<file path="src/rtl/life_pattern_loader_pkg.sv">
// Shared definitions for the life pattern loader.
//   state_t  : loader FSM encoding (COLLECT assembles rows, LOAD presents a grid)
//   FRAME_W  : width of the loaded-frame counter
package life_pattern_loader_pkg;

  typedef enum logic {
    COLLECT = 1'b0,
    LOAD    = 1'b1
  } state_t;

  localparam int FRAME_W = 8;

endpackage

</file>
<file path="src/rtl/life_row_counter.sv">
// Row counter for frame assembly: counts modulo ROWS and flags the last row.
// Ports:
//   clk, rst_n : clock and synchronous active-low reset
//   clr        : return to row 0 (has priority over en)
//   en         : advance by one row
//   cnt        : current row index
//   tc         : high when cnt == ROWS-1
module life_row_counter #(
  parameter int ROWS = 4,
  parameter int CW   = $clog2(ROWS)
) (
  input  logic          clk,
  input  logic          rst_n,
  input  logic          clr,
  input  logic          en,
  output logic [CW-1:0] cnt,
  output logic          tc
);

  assign tc = (cnt == CW'(ROWS - 1));

  always_ff @(posedge clk) begin
    if (!rst_n) begin
      cnt <= '0;
    end else if (clr) begin
      cnt <= '0;
    end else if (en) begin
      cnt <= tc ? '0 : cnt + 1'b1;
    end
  end

endmodule

</file>
<file path="src/rtl/life_pattern_loader.sv">
// Assembles a ROWS x COLS life grid from a row stream and hands it to the
// life core with a one-cycle load pulse.
// Ports:
//   clk, rst_n          : clock and synchronous active-low reset
//   row_valid/row_ready : row handshake; a row is taken when both are high
//   row_data            : one grid row, bit c = column c
//   row_last            : marks the final row of a frame
//   err_clr             : clears the sticky framing error
//   load                : one-cycle pulse, data holds a fresh grid
//   data                : last complete grid, cell (r,c) at bit r*COLS+c
//   busy                : frame partially assembled or load in progress
//   err                 : sticky framing error
//   frames              : number of grids loaded (wraps)
module life_pattern_loader
  import life_pattern_loader_pkg::*;
#(
  parameter int ROWS = 4,
  parameter int COLS = 4
) (
  input  logic                 clk,
  input  logic                 rst_n,
  input  logic                 row_valid,
  output logic                 row_ready,
  input  logic [COLS-1:0]      row_data,
  input  logic                 row_last,
  input  logic                 err_clr,
  output logic                 load,
  output logic [ROWS*COLS-1:0] data,
  output logic                 busy,
  output logic                 err,
  output logic [FRAME_W-1:0]   frames
);

  localparam int CW = $clog2(ROWS);

  state_t                state, state_nxt;
  logic                  xfer;
  logic                  good_last;
  logic                  frame_err;
  logic                  tc;
  logic [CW-1:0]         row_cnt;
  logic [ROWS*COLS-1:0]  asm_buf, asm_nxt;

  // row_ready is gated by rst_n so nothing is accepted while reset is held.
  assign row_ready = rst_n && (state == COLLECT);
  assign xfer      = row_valid && row_ready;
  assign good_last = xfer && tc && row_last;
  // row_last must coincide exactly with the last row; any other pairing
  // is a framing error and the frame is dropped.
  assign frame_err = xfer && (row_last != tc);
  assign load      = (state == LOAD);
  assign busy      = (row_cnt != '0) || load;

  life_row_counter #(
    .ROWS (ROWS),
    .CW   (CW)
  ) u_row_counter (
    .clk   (clk),
    .rst_n (rst_n),
    .clr   (xfer && (row_last || tc)),
    .en    (xfer),
    .cnt   (row_cnt),
    .tc    (tc)
  );

  always_comb begin
    state_nxt = COLLECT;
    if (state == COLLECT && good_last) begin
      state_nxt = LOAD;
    end
  end

  // asm_nxt already contains the row being accepted, so the final row of a
  // frame reaches data in the same edge that enters LOAD.
  always_comb begin
    asm_nxt = asm_buf;
    for (int r = 0; r < ROWS; r++) begin
      if (xfer && (row_cnt == CW'(r))) begin
        asm_nxt[r*COLS +: COLS] = row_data;
      end
    end
  end

  always_ff @(posedge clk) begin
    if (!rst_n) begin
      state   <= COLLECT;
      asm_buf <= '0;
      data    <= '0;
      err     <= 1'b0;
      frames  <= '0;
    end else begin
      state   <= state_nxt;
      asm_buf <= asm_nxt;
      if (good_last) begin
        data <= asm_nxt;
      end
      if (load) begin
        frames <= frames + 1'b1;
      end
      // A new error wins over a simultaneous clear.
      if (frame_err) begin
        err <= 1'b1;
      end else if (err_clr) begin
        err <= 1'b0;
      end
    end
  end

endmodule

</file>
<file path="config.mk">
export PLATFORM = sky130hd
export DESIGN_NAME = life_pattern_loader
export DESIGN_NICKNAME = d
export VERILOG_FILES = /design/src/rtl/life_pattern_loader_pkg.sv /design/src/rtl/life_row_counter.sv /design/src/rtl/life_pattern_loader.sv
export SDC_FILE = /design/constraint.sdc
export NUM_CORES = 1
export LEC_CHECK = 0
export BUFFER_PORTS_ARGS = -buffer_cell sky130_fd_sc_hd__buf_2
export CAP_MARGIN = 10
export CORE_UTILIZATION = 35
export DETAILED_ROUTE_END_ITERATION = 8
export HOLD_SLACK_MARGIN = 0.05
export PLACE_DENSITY_LB_ADDON = 0.25
export SLEW_MARGIN = 20
export SYNTH_ARGS = -nofsm -noshare
export SYNTH_HDL_FRONTEND = slang
export SYNTH_HIERARCHICAL = 1
export SYNTH_SLANG_ARGS = --single-unit
</file>
<file path="constraint.sdc">
create_clock -name clk -period 3.66 [get_ports clk]
set_input_delay 0.549 -clock clk [delete_from_list [all_inputs] [get_ports clk]]
set_output_delay 0.549 -clock clk [all_outputs]
set_load 0.05 [all_outputs]
</file>
; ---- Word level (Yosys, flattened, before mapping)
; Cells that the tools add are included.
[classes]
mux = 8
eq_ne = 4
n_reduce_logical = 16
magnitude_cmp = 0
n_addsub = 2
bitwise = 2
mul = 0
n_shift = 0
n_div = 0
[op_table]
columns = op, count
row1 = 2-to-1 mux 4 bit, 4
row2 = logical AND 1 bit, 10
row3 = adder 8 x 1 -> 8 bit (second input constant), 1
row4 = equality test 2 bit (second input constant), 2
row5 = nonzero test 2 bit, 2
row6 = 2-to-1 mux 1 bit, 3
row7 = adder 2 x 1 -> 2 bit (second input constant), 1
row8 = equality test 2 x 1 -> 1 bit (second input constant), 1
row9 = zero test 2 bit, 1
row10 = logical OR 1 bit, 2
row11 = 2-to-1 mux 2 bit, 1
row12 = NOT 1 bit, 2
row13 = OR reduction 2 bit, 1
row14 = inequality test 1 bit, 1
[totals]
latchBits = 0
wordCells = 38
input_bits = 9
register_bits = 44
n_memories = 0
rom_bits = 0
mem_bits_rw = 0

; ---- Logic depth before layout (Yosys ltp)
[logic_depth]
ltp_word = 7
mapped_depth = 7
ltp_nobuf = 6

; ---- Cells and area by module
; Netlist, hierarchy kept.
[modules_own_cells]
columns = module, seq_area_each_um2, area_each_um2, n_inst, cells_each
row1 = life_pattern_loader, 840.8, 1742.9, 1, 182
row2 = life_row_counter, 40.0, 96.3, 1, 9

; ---- Worst setup path after synthesis
; No wires, ideal clock.
[synth_timing]
path_kind = input port to output port
from = input rst_n
to = output row_ready
arrival_time_ns = 1.527
path_slack_ns = 1.584
path_stages = 3
path_buffers = 1
cell_sequence = clkinv_1 > clkbuf_1 > nor2_1
[synth_between]
elab_chain_cells = 1
[synth_lines]
columns = item, line
row1 = start: declaration, life_pattern_loader.sv:21  ; input logic rst_n,
row2 = logical AND 1 bit, life_pattern_loader.sv:45  ; assign row_ready = rst_n && (state == COLLECT);
row3 = end: declaration, life_pattern_loader.sv:23  ; output logic row_ready,
; Every way passes these cells.

; ---- Worst setup path after layout
[layout_timing]
from = register u_row_counter.cnt[1]
to = register data[10]
[layout_between]
elab_chain_cells = 3
elab_cells_between_ends = 6
cone_classes = 2 x eq/ne / 1 x mux / 3 x reduce/logical
[layout_lines]
columns = item, line
row1 = start: declaration, life_row_counter.sv:16  ; output logic [CW-1:0] cnt,
row2 = start signal: assignment, life_row_counter.sv:28  ; cnt <= tc ? '0 : cnt + 1'b1;
row3 = equality test 2 bit, life_row_counter.sv:20  ; assign tc = (cnt == CW'(ROWS - 1));
row4 = named net tc, life_pattern_loader.sv:40  ; logic tc;
row5 = logical AND 1 bit (2 in series), life_pattern_loader.sv:47  ; assign good_last = xfer && tc && row_last;
row6 = end signal: assignment, life_pattern_loader.sv:95  ; data <= asm_nxt;
row7 = end: declaration, life_pattern_loader.sv:28  ; output logic [ROWS*COLS-1:0] data,
; The timed path passes the listed nets, and every way through them passes these cells.
; A chain may end at the register's enable or synchronous reset.

==> flow_summary_export.csv <==
group,metric,value,unit
finish,regArea,881,um^2
setup_path,cp_top_family,"simple AND/OR/NAND/NOR gates",
logic_synthesis,synth_cells,191,
logic_synthesis,syn-cell-area,1840,um^2
finish,multi_input_area,862,um^2
timing,fmax,444,MHz
clock_network,postCtsSetupBuffers,0,
setup_path,crit_buf_inv,0,
timing,fin_tns_setup,0,ns
grt,grt_remaining_overflow,0,
logic_synthesis,post_synth_num_cell_types,31,
setup_path,max_stage_delay,0.67,ns
timing,drv_slew,0,
setup_path,crit_arrival,2.42,ns
grt,antenna_found_initial,0,
logic_synthesis,yosysWarnings,6,
logic_synthesis,seq_area_frac_synth,47.9,%
die,fp.dieW,74.5,um
route,vias_per_cell,5.18,
placed_design,placed_cell_area,2040,um^2
clock_network,path_clk_slew,0.08,ns
timing,finalHoldViolCount,0,
grt,grt_pass1_vias,1310,
route,drtAntennaViolNets,0,
finish,syn_to_final_growth,15.9,%
clock_network,cts_tree,"built",
setup_path,endpoint_kind,"flip-flop",
timing,fin_skew,0.0116,ns
setup_path,cp_cell_sequence,"ha_1, and4b_1, and2_4, a311oi_2",
die,num_rows,26,
logic_synthesis,postSynthAreaPerCell,9.63,um^2
worst_hold_path,holdCritPathClass,"reg -> reg",
timing,rsz0062_at_grt,"no",
finish,antenna_cells,0,
timing,hold_slack,0.474,ns
timing,timing.final.crit_share,61.5,%
logic_synthesis,ys.flop_type,"dfxtp_1",
setup_path,cp_max_fo,19,
grt,grt_max_degree,42,
timing,setup_viol,0,
finish,fin_util,42.0,%
logic_synthesis,syn_nets,203,
logic_synthesis,ys_top_cells_by_area,"dfxtp_1 48%, a21oi_1 9.8%, a311oi_2 7.3%",
route,drcViolationCount,0,
placed_design,dp.cells,285,
die,die_area,5550,um^2
finish,nNetsFinal,234,
status,status,"finished, final reports clean",
placed_design,io_buffers,36,
finish,fillerInstances,530,
timing,layout_setup_ws,1.41,ns
clock_network,clk_latency,0.30,ns
placed_design,pre_cts_slack,1.42,ns
setup_path,critPathLaunch,"u_row_counter/cnt[1]",
clock_network,cts_buffers,5,
route,drtIter0Drc,107,
logic_synthesis,ys_top_cells_by_count,"44 x dfxtp_1, 36 x a21oi_1, 18 x o21ai_0",
setup_path,cp_num_cells,4,
clock_network,ctsRootBufferMaster,"clkbuf_8",
clock_network,cts_hold_buf,0,
logic_synthesis,synth_top_cell_area_share,47.9,%
logic_synthesis,synthArstFlopShare,0,%
logic_synthesis,synth_top_cell_by_area,"dfxtp_1",
setup_path,cp-endpoint,"data[10]",
finish,stdcell_area,2130,um^2
setup_path,critical_path_class,"reg -> reg",
route,wirelength,3970,um
timing,worst-slew-pin-transition,0.634,ns
pwr,irDropWorstVdd,160,uV
timing,period_minus_slack,2.25,ns
die,ios,37,
setup_path,worstPathRequired,3.83,ns
setup_path,start_kind,"flip-flop",
clock_network,cts.path.max_buffers,2,
clock_network,cts_sinks,44,
grt,grt_pass1_wl,6330,um
timing,relSlewSlack,57.7,%
clock_network,cts_resized,0,
pwr,power.density,404,nW/um^2
logic_synthesis,yosys_register_bits,44,
die,fp.coreArea,5070,um^2
logic_synthesis,synth_edf_count,0,
setup_path,r2r-end,"data[10]",
die,die_y,74.5,um
setup_path,crit_path_top_delay_cell,"dfxtp_1",
worst_hold_path,holdPathStages,2,
route,wl_per_cell,13.6,um
route,num_vias,1519,
finish,stdcell_count,293,
logic_synthesis,synth_most_common_cell,"dfxtp_1",
grt,grt_usage,15.3,%
setup_path,rr_startpoint,"u_row_counter/cnt[1]",
pwr,power.total,0.862,mW
finish,drive_above_1_share,25.6,%
pwr,leakage,0.771,nW
placed_design,hpwl,2650,um
clock_network,h-tree-depth,2,
route,firstDrtPassIters,5,
die,start_util,36.2,%
flow_run,cap_violations,0,
setup_path,reg2reg_slack,1.41,ns
placed_design,routabilityCongestion,0.771,
setup_path,r2r.worst_path.cells,4,
[state kept, by name (all words and copies together), names as in the netlist]
| signal | count |
|---|---|
| asm_buf | 16 |
| data | 16 |
| err | 1 |
| frames | 8 |
| load | 1 |
| u_row_counter/cnt | 2 |
[power breakdown]
| group | total [mW] | internal, mW | switching [mW] |
|---|---|---|---|
| combinational | 0.0526 | 0.0145 | 0.0381 |
| clock | 0.322 | 0.154 | 0.169 |
| sequential | 0.487 | 0.483 | 0.00410 |
[worst min-delay path: stages (launching register included)]
cell,delay (ns)
dfxtp_1,0.32
nand2b_1,0.06
a21oi_1,0.05
[worst min-delay path by stage]
stage	slack [ns]	endpoint	startpoint
6_report	0.47	err	err
5_1_grt	0.50	err	err
4_1_cts	0.47	err	err
3_5_place_dp	0.46	err	err
3_3_place_gp	0.46	err	err
2_1_floorplan	0.47	asm_buf[3]	asm_buf[3]
[final cells by class]
cell class | count | area share [%]
clock inverters | 1 | 0.352
multi-input cells | 129 | 40.5
well taps | 70 | 4.11
repair buffers | 37 | 8.81
flip-flops and latches | 44 | 41.3
clock buffers | 7 | 4.05
inverters | 5 | 0.881
[cells in the final DEF (no fill, tap or decap), types with 2 or more instances in the layout]
master    count
nand3_1      13
or3_1         3
nand4b_1      5
nand4_1       2
a21oi_1      36
xor2_1        3
inv_1         3
a311oi_2      9
nand2_1       3
clkinv_1      2
nand2b_1      4
mux2i_1       2
nand3b_1      2
o21ai_0      18
dfxtp_1      44
nor2_1        9
and4b_1       2
ha_1          3
clkbuf_8      6
a311oi_1      7
buf_2        36
[per-layer routing]
metal	up-vias	global-route usage, %	wire (um)
li1	773	-	-
met1	691	20.4	1930
met2	47	22.5	1690
met3	8	5.83	294
met4	0	5.66	57
met5	-	0	0
[logic make-up after synthesis]
kind of cell | synth area share (%)
AO/OA/AOI/OAI | 26.3
AND/OR/NAND/NOR | 15.6
flip-flops | 47.9
buffers and inverters | 5.24
XOR/XNOR | 1.91
adder cells (fa/ha/maj) | 2.04
multiplexers | 1.09
Note: power is estimated with default switching activity, not from simulation.
